## src/rtl/config_cell_dbuf.sv

```systemverilog
// config_cell_dbuf
// Double-buffered, multi-lane configuration cell for CGRA PE/switch config chains.
// A SIZE-bit shadow register shifts LANES bits per enabled cycle. The fabric is
// driven from a separate active register that only changes on an accepted
// commit, so a partially shifted word is never visible on config_sig.
// Cells daisy-chain config_out -> config_in; config_en and config_commit are
// broadcast to every cell in the chain.

module config_cell_dbuf #(
   parameter int              SIZE      = 8,
   parameter int              LANES     = 1,
   parameter logic [SIZE-1:0] RESET_VAL = '0
) (
   input  logic             config_clk,
   input  logic             config_reset,
   input  logic             config_en,
   input  logic [LANES-1:0] config_in,
   output logic [LANES-1:0] config_out,
   input  logic             config_commit,
   output logic [SIZE-1:0]  config_sig,
   output logic             config_full,
   output logic             config_ack,
   output logic             config_err
);

   // Number of shifts needed to fill the shadow with one complete word.
   localparam int DEPTH = SIZE / LANES;
   // Counter wide enough to hold 0..DEPTH inclusive.
   localparam int CW = $clog2(DEPTH + 1);
   localparam logic [CW-1:0] DEPTH_C = CW'(DEPTH);
   localparam logic [CW-1:0] ONE_C   = CW'(1);
   localparam logic [CW-1:0] ZERO_C  = CW'(0);

   // A word must split into whole lanes, otherwise the count is meaningless.
   if ((LANES < 1) || ((SIZE % LANES) != 0)) begin : g_bad_geometry
      $error("config_cell_dbuf: SIZE (%0d) must be a multiple of LANES (%0d)", SIZE, LANES);
   end

   typedef enum logic [1:0] {
      ST_EMPTY   = 2'd0,
      ST_LOADING = 2'd1,
      ST_FULL    = 2'd2
   } state_t;

   state_t          state_r;
   logic [CW-1:0]   count_r;
   logic [SIZE-1:0] shadow_r;
   logic [SIZE-1:0] active_r;
   logic            full_r;
   logic            ack_r;
   logic            err_r;

   logic [SIZE-1:0] shadow_nxt_s;
   logic [CW-1:0]   count_inc_s;
   logic            inc_reaches_depth_s;
   state_t          reload_state_s;
   logic            reload_full_s;

   // Next shadow value, count increment and the state used by a back-to-back reload.
   always_comb begin
      shadow_nxt_s        = shadow_r;
      count_inc_s         = count_r;
      inc_reaches_depth_s = 1'b0;
      reload_state_s      = ST_LOADING;
      reload_full_s       = 1'b0;

      // New lane enters at the top; the lowest lane leaves on config_out.
      if (LANES == SIZE) begin
         shadow_nxt_s = config_in[SIZE-1:0];
      end else begin
         shadow_nxt_s = {config_in, shadow_r[SIZE-1:LANES]};
      end

      count_inc_s         = count_r + ONE_C;
      inc_reaches_depth_s = (count_inc_s == DEPTH_C);

      // A single-shift word is already complete after the reload shift.
      if (DEPTH == 1) begin
         reload_state_s = ST_FULL;
         reload_full_s  = 1'b1;
      end else begin
         reload_state_s = ST_LOADING;
         reload_full_s  = 1'b0;
      end
   end

   // Shadow shift register: shifts on every enabled cycle, including pass-through when full.
   always_ff @(posedge config_clk or posedge config_reset) begin
      if (config_reset) begin
         shadow_r <= '0;
      end else if (config_en) begin
         shadow_r <= shadow_nxt_s;
      end else begin
         shadow_r <= shadow_r;
      end
   end

   // Load/commit FSM with its registered status outputs and the active register.
   always_ff @(posedge config_clk or posedge config_reset) begin
      if (config_reset) begin
         state_r  <= ST_EMPTY;
         count_r  <= ZERO_C;
         active_r <= RESET_VAL;
         full_r   <= 1'b0;
         ack_r    <= 1'b0;
         err_r    <= 1'b0;
      end else begin
         case (state_r)
            ST_EMPTY, ST_LOADING: begin
               ack_r <= 1'b0;
               // Committing a partial word is refused and remembered.
               if (config_commit) begin
                  err_r <= 1'b1;
               end else begin
                  err_r <= err_r;
               end
               if (config_en) begin
                  count_r <= count_inc_s;
                  if (inc_reaches_depth_s) begin
                     state_r <= ST_FULL;
                     full_r  <= 1'b1;
                  end else begin
                     state_r <= ST_LOADING;
                     full_r  <= 1'b0;
                  end
               end else begin
                  count_r <= count_r;
                  state_r <= state_r;
                  full_r  <= full_r;
               end
            end

            ST_FULL: begin
               if (config_commit) begin
                  // Active takes the pre-shift shadow even if a shift happens this cycle.
                  active_r <= shadow_r;
                  ack_r    <= 1'b1;
                  err_r    <= err_r;
                  if (config_en) begin
                     // The simultaneous shift is the first lane of the next word.
                     count_r <= ONE_C;
                     state_r <= reload_state_s;
                     full_r  <= reload_full_s;
                  end else begin
                     count_r <= ZERO_C;
                     state_r <= ST_EMPTY;
                     full_r  <= 1'b0;
                  end
               end else begin
                  ack_r   <= 1'b0;
                  count_r <= count_r;
                  state_r <= ST_FULL;
                  full_r  <= 1'b1;
                  // Pass-through shifting overruns this cell's held word.
                  if (config_en) begin
                     err_r <= 1'b1;
                  end else begin
                     err_r <= err_r;
                  end
               end
            end

            default: begin
               // Unreachable encoding: fall back to an empty, error-flagged cell.
               state_r <= ST_EMPTY;
               count_r <= ZERO_C;
               full_r  <= 1'b0;
               ack_r   <= 1'b0;
               err_r   <= 1'b1;
            end
         endcase
      end
   end

   assign config_out  = shadow_r[LANES-1:0];
   assign config_sig  = active_r;
   assign config_full = full_r;
   assign config_ack  = ack_r;
   assign config_err  = err_r;

endmodule

```

## config.mk

```make
export PLATFORM = sky130hd
export DESIGN_NAME = config_cell_dbuf
export DESIGN_NICKNAME = d
export VERILOG_FILES = /design/src/rtl/config_cell_dbuf.sv
export SDC_FILE = /design/constraint.sdc
export NUM_CORES = 1
export LEC_CHECK = 0
export CAP_MARGIN = 20
export CORE_MARGIN = 1
export CORE_UTILIZATION = 45
export DETAILED_ROUTE_END_ITERATION = 10
export PLACE_DENSITY = 0.69
export SLEW_MARGIN = 40
export SYNTH_ARGS = -nofsm -noshare
export SYNTH_HDL_FRONTEND = slang
export SYNTH_SLANG_ARGS = --single-unit
```

## constraint.sdc

```tcl
create_clock -name config_clk -period 1.26 [get_ports config_clk]
set_input_delay 0.126 -clock config_clk [delete_from_list [all_inputs] [get_ports config_clk]]
set_output_delay 0.126 -clock config_clk [all_outputs]
set_load 0.01 [all_outputs]
```

==> metrics list <==
- The flow ran to the end, and the final reports show no timing, DRC or antenna violations.
- Data arrival time at the worst-slack endpoint: 1.37 ns
- Critical R2R Launch: state_r[0]
* Fraction of final layout cells sized beyond drive strength 1: 31.0%
- Number of detailed-route iterations in the first pass: 3
* Fin crit period: 1.17 ns
- After clock tree synthesis, the clock-pin slew on the worst setup and hold paths is 0.13 ns.
- Clock skew on the completed layout was measured at 0.00668 ns.
* Number of enable-type register cells in the synthesized netlist: 0
- Post-detailed-route wirelength per cell: 13.3 um
- Worst relative slew slack: 80.4%
- After global routing the overflow that remains totals 0.
- The internal portion of the total power is 1.68 mW.
* Layout-stage area growth over the synthesis result: 26.9%
- The endpoint identified for the worst register-to-register timing path is config_sig[0].
- Routability-driven placement finished with a final weighted congestion of 0.771.
* DP HPWL: 1.18 mm
- The count of buffers added on input and output ports is 16.
- Crit-path cells: nand3b_4, mux2_2
- Power spent charging and discharging nets: 679 uW
* Fin area: 1290 sq um
- The via count of the first global-routing pass was 647.
* Via count normalized by instance count: 5.16
* Number of clock sinks seen by CTS: 24
* Capturing element type of the critical path: flip-flop
- In this run the number of H-tree levels came out at 1.
* Highest Clock Rate: 852 MHz
- The number of hold violations in the final report is 0.
* Number of warnings issued by yosys: 0
- Number of instances in the synthesized netlist: 75
- In the finished design, the share of the clock period the worst path needs comes to 93.1%.
- The first global-routing pass estimated 2.75 mm of wire.
- For this design the ratio of total power to cell area is 1830 nW/um^2.
- Num ports: 17
- In this run, the clock network consumes 22.7% of the power.
- Total placed instance area: 1240 sq um
- The detailed router placed 655 vias in this run.
- VDD sags by at most 1.14 mV.
* Required @ worst endpoint: 1.46 ns
* Setup violation total in the final timing report: 0
- Largest net degree at the start of global routing: 25
* Type of the worst setup path: flip-flop to flip-flop
- Antenna violations before repair: 0
- Number of maximum-capacitance constraint violations: 0
* CP Max Fanout: 9
- After synthesis the netlist holds a flip-flop and latch count of 24.
- For this run, design rule violations remaining after detail routing come to 0.
* Beginning of the critical path: state_r[0]
- The design draws 2.36 mW.
- Number of nets in the layout: 107
* Post-Synthesis Cell Area: 1020 sq um
* TritonCTS clock tree: built
* Seq/Total Area, Yosys: 59.0%
- Multi-input combinational cell area: 400 sq um
* Synthesized netlist net count: 81
- Distinct cell type count after synthesis: 26
- At the pin with the least slew margin, the transition time is 0.294 ns.
- In this run, the number of DRC markers left after iteration 0 of detailed routing was 3.
* Library cell contributing the largest single delay on the critical path: sky130_fd_sc_hd__dfrtp_1
- Mean instance size in the synthesized netlist: 13.6 sq um
- Measured in cells, the most critical reg-to-reg path has a length of 2.
- The tree is rooted in a sky130_fd_sc_hd__clkbuf_4.
* Gr usage total: 15.2%
* Routed wire length: 1.69 mm
- Most used flip-flop cell after synthesis: sky130_fd_sc_hd__dfrtp_1
* Combinational share of power: 28.3%
- Die outline height: 49.6 um
- Setup repair after global routing missed its margin: no
* Standard-cell row count: 16
- Maximum root-to-sink buffer count: 2
- Sw Ratio: 28.8%
- Fillers: 186
- Setup slack on the worst reg-to-reg path comes out at 0.09 ns.
- Share of total power in sequential cells: 49.0%
- Hold Buf Count CTS: 0
- Initial core utilization: 49.9%
- Element type at the critical path start: flip-flop
- At the later pin of the worst-skew pair, clock insertion delay measures 0.30 ns.
* Proportion of synthesized flip-flops having asynchronous set or reset: 100%
- 0 antenna diodes ended up in the layout.
- Once detail routing completed, the nets flagged for antenna violations numbered 0.
- CTS Buf Count: 3
- Die X-Extent: 49.6 um
* FF/Latch Area: 601 sq um
- Type of the most critical hold path: input pin to asynchronous set/reset pin
- Area inside the core boundary: 2040 sq um
- Worst path max stage delay: 0.47 ns
- The final count of pins violating max slew was 0.
* Leakage power of the design: 0.662 nW
- The floorplan step defined a die boundary enclosing 2460 sq um.
-- logic make-up after synthesis --
logic type | after synthesis | share of synthesized area (%)
DFF | 24 | 59.0
adders and majority gates | 1 | 1.23
AOI/OAI and AO/OA | 11 | 6.88
muxes | 16 | 17.7
and+or+nand+nor | 17 | 11.2
xor gates and xnor gates | 2 | 1.72
buffers and inverters | 4 | 2.33
-- per-layer routing --
layer	GRT usage [%]	vias up	routed length, um
li1	-	319	-
met1	19.7	322	809
met2	25.2	12	811
met3	1.85	2	56
met4	7.14	0	9
met5	0	-	0
-- metrics by stage --
| step | setup slack (ns) | cells | hold slack (ns) | utilization [%] | setup TNS (ns) |
|---|---|---|---|---|---|
| finish | 0.0865 | 127 | 0.150 | 63.3 | 0 |
| global route | 0.00934 | 127 | 0.200 | 63.3 | 0 |
| CTS | 0.0349 | 127 | 0.145 | 63.0 | 0 |
| detailed placement | -0.104 | 122 | 0.467 | 60.8 | -0.935 |
| global placement | -0.0708 | 122 | 0.460 | 60.8 | -0.694 |
| floorplan | 0.129 | 75 | 0.141 | - | 0 |
-- registers in the layout (all words and copies together) (netlist names) --
| signal | flops |
|---|---|
| shadow_r | 8 |
| count_r | 4 |
| config_sig | 8 |
| config_err | 1 |
| config_ack | 1 |
| state_r | 2 |
-- power by group through the flow --
stage                     clock network [mW]  registers (mW)  logic [mW]
after floorplan                            0            1.19       0.378
after global placement                     0            1.17       0.684
after detailed placement                   0            1.17       0.707
after CTS                              0.560            1.15       0.673
after global routing                   0.590            1.19       0.729
final                                  0.535            1.16       0.669
-- layout by cell type (no fill, tap or decap), types with 2 or more instances in the layout --
cell	n
sky130_fd_sc_hd__mux2_2	16
sky130_fd_sc_hd__clkbuf_4	3
sky130_fd_sc_hd__dlygate4sd2_1	12
sky130_fd_sc_hd__nand2_1	5
sky130_fd_sc_hd__dfrtp_1	24
sky130_fd_sc_hd__inv_1	2
sky130_fd_sc_hd__nor2_1	3
sky130_fd_sc_hd__o21ai_0	3
sky130_fd_sc_hd__a21oi_1	3
sky130_fd_sc_hd__buf_4	7
sky130_fd_sc_hd__clkdlybuf4s50_1	4
-- cells in the mapped netlist, types with 2 or more instances --
library cell | instances | share of area (%)
sky130_fd_sc_hd__dfrtp_1 | 24 | 59
sky130_fd_sc_hd__mux2_2 | 16 | 18
sky130_fd_sc_hd__nand2_1 | 5 | 1.8
sky130_fd_sc_hd__a21oi_1 | 3 | 1.5
sky130_fd_sc_hd__nor2_1 | 3 | 1.1
sky130_fd_sc_hd__o21ai_0 | 3 | 1.5
sky130_fd_sc_hd__inv_1 | 2 | 0.74
-- critical path, delay by kind of cell (launching register included) --
kind | cells | cell delay [ns]
flops | 1 | 0.47
mux | 1 | 0.36
simple gates | 1 | 0.25
-- layout make-up --
| class | instances | share of cell area [%] |
|---|---|---|
| tap | 27 | 2.61 |
| clock buffer | 3 | 1.74 |
| multi-input combinational | 47 | 31.0 |
| clock inverter | 1 | 2.32 |
| sequential | 24 | 46.5 |
| timing repair buffer | 23 | 15.3 |
| inverter | 2 | 0.581 |
-- what timing repair did --
| item | CTS | global route |
|---|---|---|
| gates resized for setup | 12 | 1 |
| endpoints found under the setup margin | 13 | 1 |
| buffers inserted | 1 | 0 |
-- worst max path at each step --
stage	endpoint	slack (ns)
6_report	config_sig[0]	0.09
5_1_grt	count_r[2]	0.009
4_1_cts	count_r[2]	0.03
3_5_place_dp	config_sig[4]	-0.10
3_3_place_gp	config_sig[0]	-0.07
2_1_floorplan	state_r[1]	0.13
(Power assumes the default switching activity.)
